`src/rtl/instr_fetch_unit.sv`:
```
// rtl/instr_fetch_unit.sv - instruction fetch stage: PC, imem req/ack, valid/ready to control unit
// Optional halt-on-zero-instruction behaviour is enabled by defining IFU_HALT_ON_ZERO_EN.
module instr_fetch_unit #(
    parameter int                ADDR_W   = 32,
    parameter logic [ADDR_W-1:0] RESET_PC = '0
) (
    input  logic              clk,
    input  logic              rst_n,
    input  logic              fetch_en,
    output logic              imem_req,
    output logic [ADDR_W-1:0] imem_addr,
    input  logic              imem_ack,
    input  logic [31:0]       imem_rdata,
    output logic [31:0]       instr,
    output logic              instr_valid,
    input  logic              instr_ready,
    output logic [ADDR_W-1:0] pc,
    input  logic              jump,
    input  logic [15:0]       jump_offset,
    output logic              halted
);

    localparam logic [ADDR_W-1:0] PC0 = {RESET_PC[ADDR_W-1:2], 2'b00};

    typedef enum logic [1:0] {
        IDLE,
        REQ,
        HOLD
`ifdef IFU_HALT_ON_ZERO_EN
        , HALT
`endif
    } state_t;

    state_t            state, state_d;
    logic [ADDR_W-1:0] fetch_pc, fetch_pc_d;
    logic              req_d, valid_d, halted_d;
    logic [ADDR_W-1:0] addr_d, pc_d;
    logic [31:0]       instr_d;
    logic [ADDR_W-1:0] offset_ext;
    logic [ADDR_W-1:0] next_pc;

    // Word offset sign-extended then scaled to bytes; sums wrap modulo 2^ADDR_W.
    assign offset_ext = {{(ADDR_W-16){jump_offset[15]}}, jump_offset};
    assign next_pc    = jump ? pc + ADDR_W'(4) + (offset_ext << 2) : pc + ADDR_W'(4);

    always_ff @(posedge clk or negedge rst_n) begin
        if (!rst_n) begin
            state       <= IDLE;
            fetch_pc    <= PC0;
            imem_req    <= 1'b0;
            imem_addr   <= PC0;
            instr       <= 32'h0;
            instr_valid <= 1'b0;
            pc          <= PC0;
            halted      <= 1'b0;
        end else begin
            state       <= state_d;
            fetch_pc    <= fetch_pc_d;
            imem_req    <= req_d;
            imem_addr   <= addr_d;
            instr       <= instr_d;
            instr_valid <= valid_d;
            pc          <= pc_d;
            halted      <= halted_d;
        end
    end

    always_comb begin
        state_d    = state;
        fetch_pc_d = fetch_pc;
        req_d      = imem_req;
        addr_d     = imem_addr;
        instr_d    = instr;
        valid_d    = instr_valid;
        pc_d       = pc;
        halted_d   = halted;
        case (state)
            IDLE: begin
                if (fetch_en) begin
                    state_d = REQ;
                    req_d   = 1'b1;
                    addr_d  = fetch_pc;
                end
            end
            // fetch_en is deliberately ignored here: an issued request always completes.
            REQ: begin
                if (imem_ack) begin
                    instr_d = imem_rdata;
                    pc_d    = fetch_pc;
                    valid_d = 1'b1;
                    req_d   = 1'b0;
                    state_d = HOLD;
                end
            end
            HOLD: begin
                if (instr_ready) begin
                    valid_d = 1'b0;
`ifdef IFU_HALT_ON_ZERO_EN
                    if (instr == 32'h0) begin
                        state_d  = HALT;
                        halted_d = 1'b1;
                    end else
`endif
                    begin
                        fetch_pc_d = next_pc;
                        addr_d     = next_pc;
                        if (fetch_en) begin
                            state_d = REQ;
                            req_d   = 1'b1;
                        end else begin
                            state_d = IDLE;
                        end
                    end
                end
            end
            default: begin
                state_d = state;
            end
        endcase
    end

endmodule

```
`config.mk`:
```
export PLATFORM = sky130hd
export DESIGN_NAME = instr_fetch_unit
export DESIGN_NICKNAME = d
export VERILOG_FILES = /design/src/rtl/instr_fetch_unit.sv
export SDC_FILE = /design/constraint.sdc
export NUM_CORES = 1
export LEC_CHECK = 0
export CORE_MARGIN = 3
export CORE_UTILIZATION = 35
export DETAILED_ROUTE_END_ITERATION = 12
export GPL_TIMING_DRIVEN = 0
export HOLD_SLACK_MARGIN = 0.15
export PLACE_DENSITY = 0.6
export SLEW_MARGIN = 20
export SYNTH_ARGS = -nofsm -noshare
export SYNTH_HDL_FRONTEND = slang
export SYNTH_SLANG_ARGS = --single-unit
```
`constraint.sdc`:
```
create_clock -name clk -period 3 [get_ports clk]
set_input_delay 0.9 -clock clk [delete_from_list [all_inputs] [get_ports clk]]
set_output_delay 0.9 -clock clk [all_outputs]
set_load 0.005 [all_outputs]
```
==> results.py <==
metrics = {
    "sta": {
        "fin_ws_ps": -485,
        "period_minus_slack_ps": 3480,
        "finClkSkew_ps": 10.4,
        "hold_viol": 0,
        "setup-tns-final_ps": -11940,
        "setup_viol": 39,
        "worst_pin_slew_ps": 717,
        "fin_crit_sh_pct": 116,
        "rsz0062_at_grt": "yes",
        "clock.fmax_ghz": 0.287,
        "slew_violations": 0,
        "slew_headroom_pct": 52.2,
    },
    "worst_setup_path": {
        "path_class": "flip-flop to flip-flop",
        "critical_path_required_ps": 3260,
        "arrival_ps": 3750,
        "end_kind": "flip-flop",
        "critPathLaunchType": "flip-flop",
        "cp_max_fo": 4,
    },
    "global_routing": {
        "overflow": 0,
        "grt_pass1_wl_um": 36900,
        "grt_pass1_vias": 6685,
        "grt_usage_pct": 19.3,
        "grt_max_degree": 77,
        "antenna_found_initial": 0,
    },
    "floorplanning": {
        "core_area_um2": 21400,
        "io_pins": 153,
        "die-area_um2": 23900,
        "start_util_pct": 36.2,
        "dieHeight_um": 155,
        "fp.dieW_um": 155,
        "std_cell_rows": 53,
    },
    "yosys": {
        "synth_flop_cell": "dfrtp_1",
        "ys_warn_count": 0,
        "seq_area_frac_synth_pct": 42.7,
        "syn_inst": 786,
        "syn_area_um2": 7730,
        "synth_top_cell_by_area": "dfrtp_1",
        "synth-seq-cells": 132,
        "yosysMostFrequentCell": "dfrtp_1",
        "synthTopCellsByCount": "dfrtp_1, nand2_1, o21ai_0",
        "avgSynthCellArea_um2": 9.83,
        "async_flop_share_pct": 100,
        "yosys.area.top_type_share_pct": 42.7,
        "synth-edff-count": 0,
        "synthTopCellsByArea": "dfrtp_1, mux2_2, ha_1",
        "syn-num-nets": 883,
        "ys_types": 59,
    },
    "status": {
        "status": "finished, violations left",
        "violations": "negative setup slack",
    },
    "routing": {
        "drt_wl_total_um": 24100,
        "vias": 6932,
        "initialDrtViolationCount": 389,
        "post_drt_via_cell_ratio": 5.28,
        "drt_pass1_iterations": 5,
        "ant_nets": 0,
        "drc_errors": 0,
        "wl_per_cell_um": 18.4,
    },
    "final_layout": {
        "areaGrowthSynthToFinish_pct": 52.4,
        "fin_util_pct": 55.2,
        "n_fill_cell": 1840,
        "fin_area_um2": 11800,
        "antenna_cells": 0,
        "nets": 1121,
        "layout-drive-gt1-share_pct": 32.2,
    },
    "power": {
        "switching_share_pct": 39.5,
        "p_clk_share_pct": 16.4,
        "p_leak_nw": 5.00,
        "combPwrFrac_pct": 58.4,
        "p_int_w": 0.00776,
        "powerDensity_nw_per_um2": 1090,
        "p_seq_share_pct": 25.2,
        "worst_ir_drop_vdd_v": 0.000531,
        "power.switching_w": 0.00506,
    },
    "placement": {
        "placed_area_um2": 9700,
        "port_buffers": 150,
        "dp_hpwl_um": 16900,
        "gp_congestion": 0.856,
        "pre_cts_ws_ps": -1560,
    },
    "clock_tree": {
        "cts_sinks": 132,
        "cts_made_buffers": 17,
        "clkTransAtPathRegs_ps": 60,
        "h-tree-depth": 4,
        "clock_latency_ps": 410,
        "cts_tree": "yes",
        "clockBufferDepth": 2,
        "cts-root-buf": "clkbuf_16",
        "cts_hold_buffers": 0,
    },
    "run": {
        "max-cap-violations": 0,
    },
    "min_path": {
        "min_path_type": "input port to async pin",
    },
}
## registers in the layout, indices dropped and copies added, names as in the netlist
name         count
fetch_pc        32
imem_addr       32
instr           32
pc              32
state            2
imem_req         1
instr_valid      1
## cells by family after synthesis
group	synth area share (%)
xor+xnor	5.76
simple gates	13.2
fa+ha+maj	7.06
mux	12.0
other cells	0.0485
buf+inv	2.83
flops	42.7
compound gates	16.4
## power groups by stage
stage          clock network [W]  logic, W  registers (W)
5_1_grt                  0.00224   0.00808        0.00333
2_1_floorplan                  0   0.00336        0.00316
3_3_place_gp                   0   0.00562        0.00328
4_1_cts                  0.00215   0.00678        0.00322
6_report                 0.00210   0.00749        0.00323
3_5_place_dp                   0   0.00566        0.00330
## layer usage
layer  up-vias  track usage, %  part of all wire (%)
met5         -               0                     0
met2       214            29.2                    46
met1      3385            27.9                    46
li1       3310               -                     -
met3        23            4.48                   6.0
met4         0            5.38                   1.6
## placed cells by master (no fill, tap or decap), drive strengths merged, types with 15 or more instances in the layout
cell,n
a21o,19
a21oi,55
and3,15
buf,80
clkbuf,46
clkdlybuf4s50,145
dfrtp,132
ha,42
inv,17
mux2,67
mux2i,17
nand2,90
nand3,18
nor2,47
nor3,15
o21ai,83
xnor2,36
## metrics by stage
step           instances  hold slack [ps]  total power (W)
2_1_floorplan        786              460          0.00652
3_3_place_gp        1211              461          0.00890
3_5_place_dp        1212              465          0.00896
4_1_cts             1293              416           0.0121
5_1_grt             1312              435           0.0136
6_report            1312              418           0.0128
## final cells by class
cell class / count / area (um^2) / area share [%]
Sequential cell: 132 / 3320 / 28.2
Inverter: 17 / 66.3 / 0.563
Clock buffer: 19 / 443 / 3.76
Timing Repair Buffer: 220 / 2100 / 17.9
Tap cell: 275 / 344 / 2.92
Buffer: 36 / 160 / 1.36
Clock inverter: 13 / 159 / 1.35
Multi-Input combinational cell: 600 / 5180 / 44.0
## worst max-delay path, stage by stage (launching register included)
cell,delay [ps]
dfrtp_2,400
nand4_1,160
or3_4,470
inv_4,90
nand2_4,60
xnor2_4,250
buf_6,140
ha_4,210
a21oi_4,180
o221ai_4,140
buf_6,150
nor3_4,170
o31ai_4,120
a221oi_2,300
xnor2_2,160
o211ai_1,220
o21ai_1,110
## path summary, 6_finish.rpt
path	end	slack [ps]	from	cells past startpoint
worst max-delay path	fetch_pc[24]	-480	pc[6]	16
worst min-delay path	imem_addr[5]	420	rst_n	1
worst max register to register	fetch_pc[24]	-480	pc[6]	16
worst min register to register	imem_addr[7]	480	imem_addr[7]	2
max in group asynchronous	imem_addr[25]	1870	rst_n	2
min in group clk	imem_addr[7]	480	imem_addr[7]	2
## repair_timing
item / 4_1_cts / 5_1_grt
gates resized for setup: 133 / 86
endpoints found under the setup margin: 44 / 43
pin swaps: 69 / 58
setup buffers: 50 / 19
No activity file was read; power rests on OpenSTA's default activity.
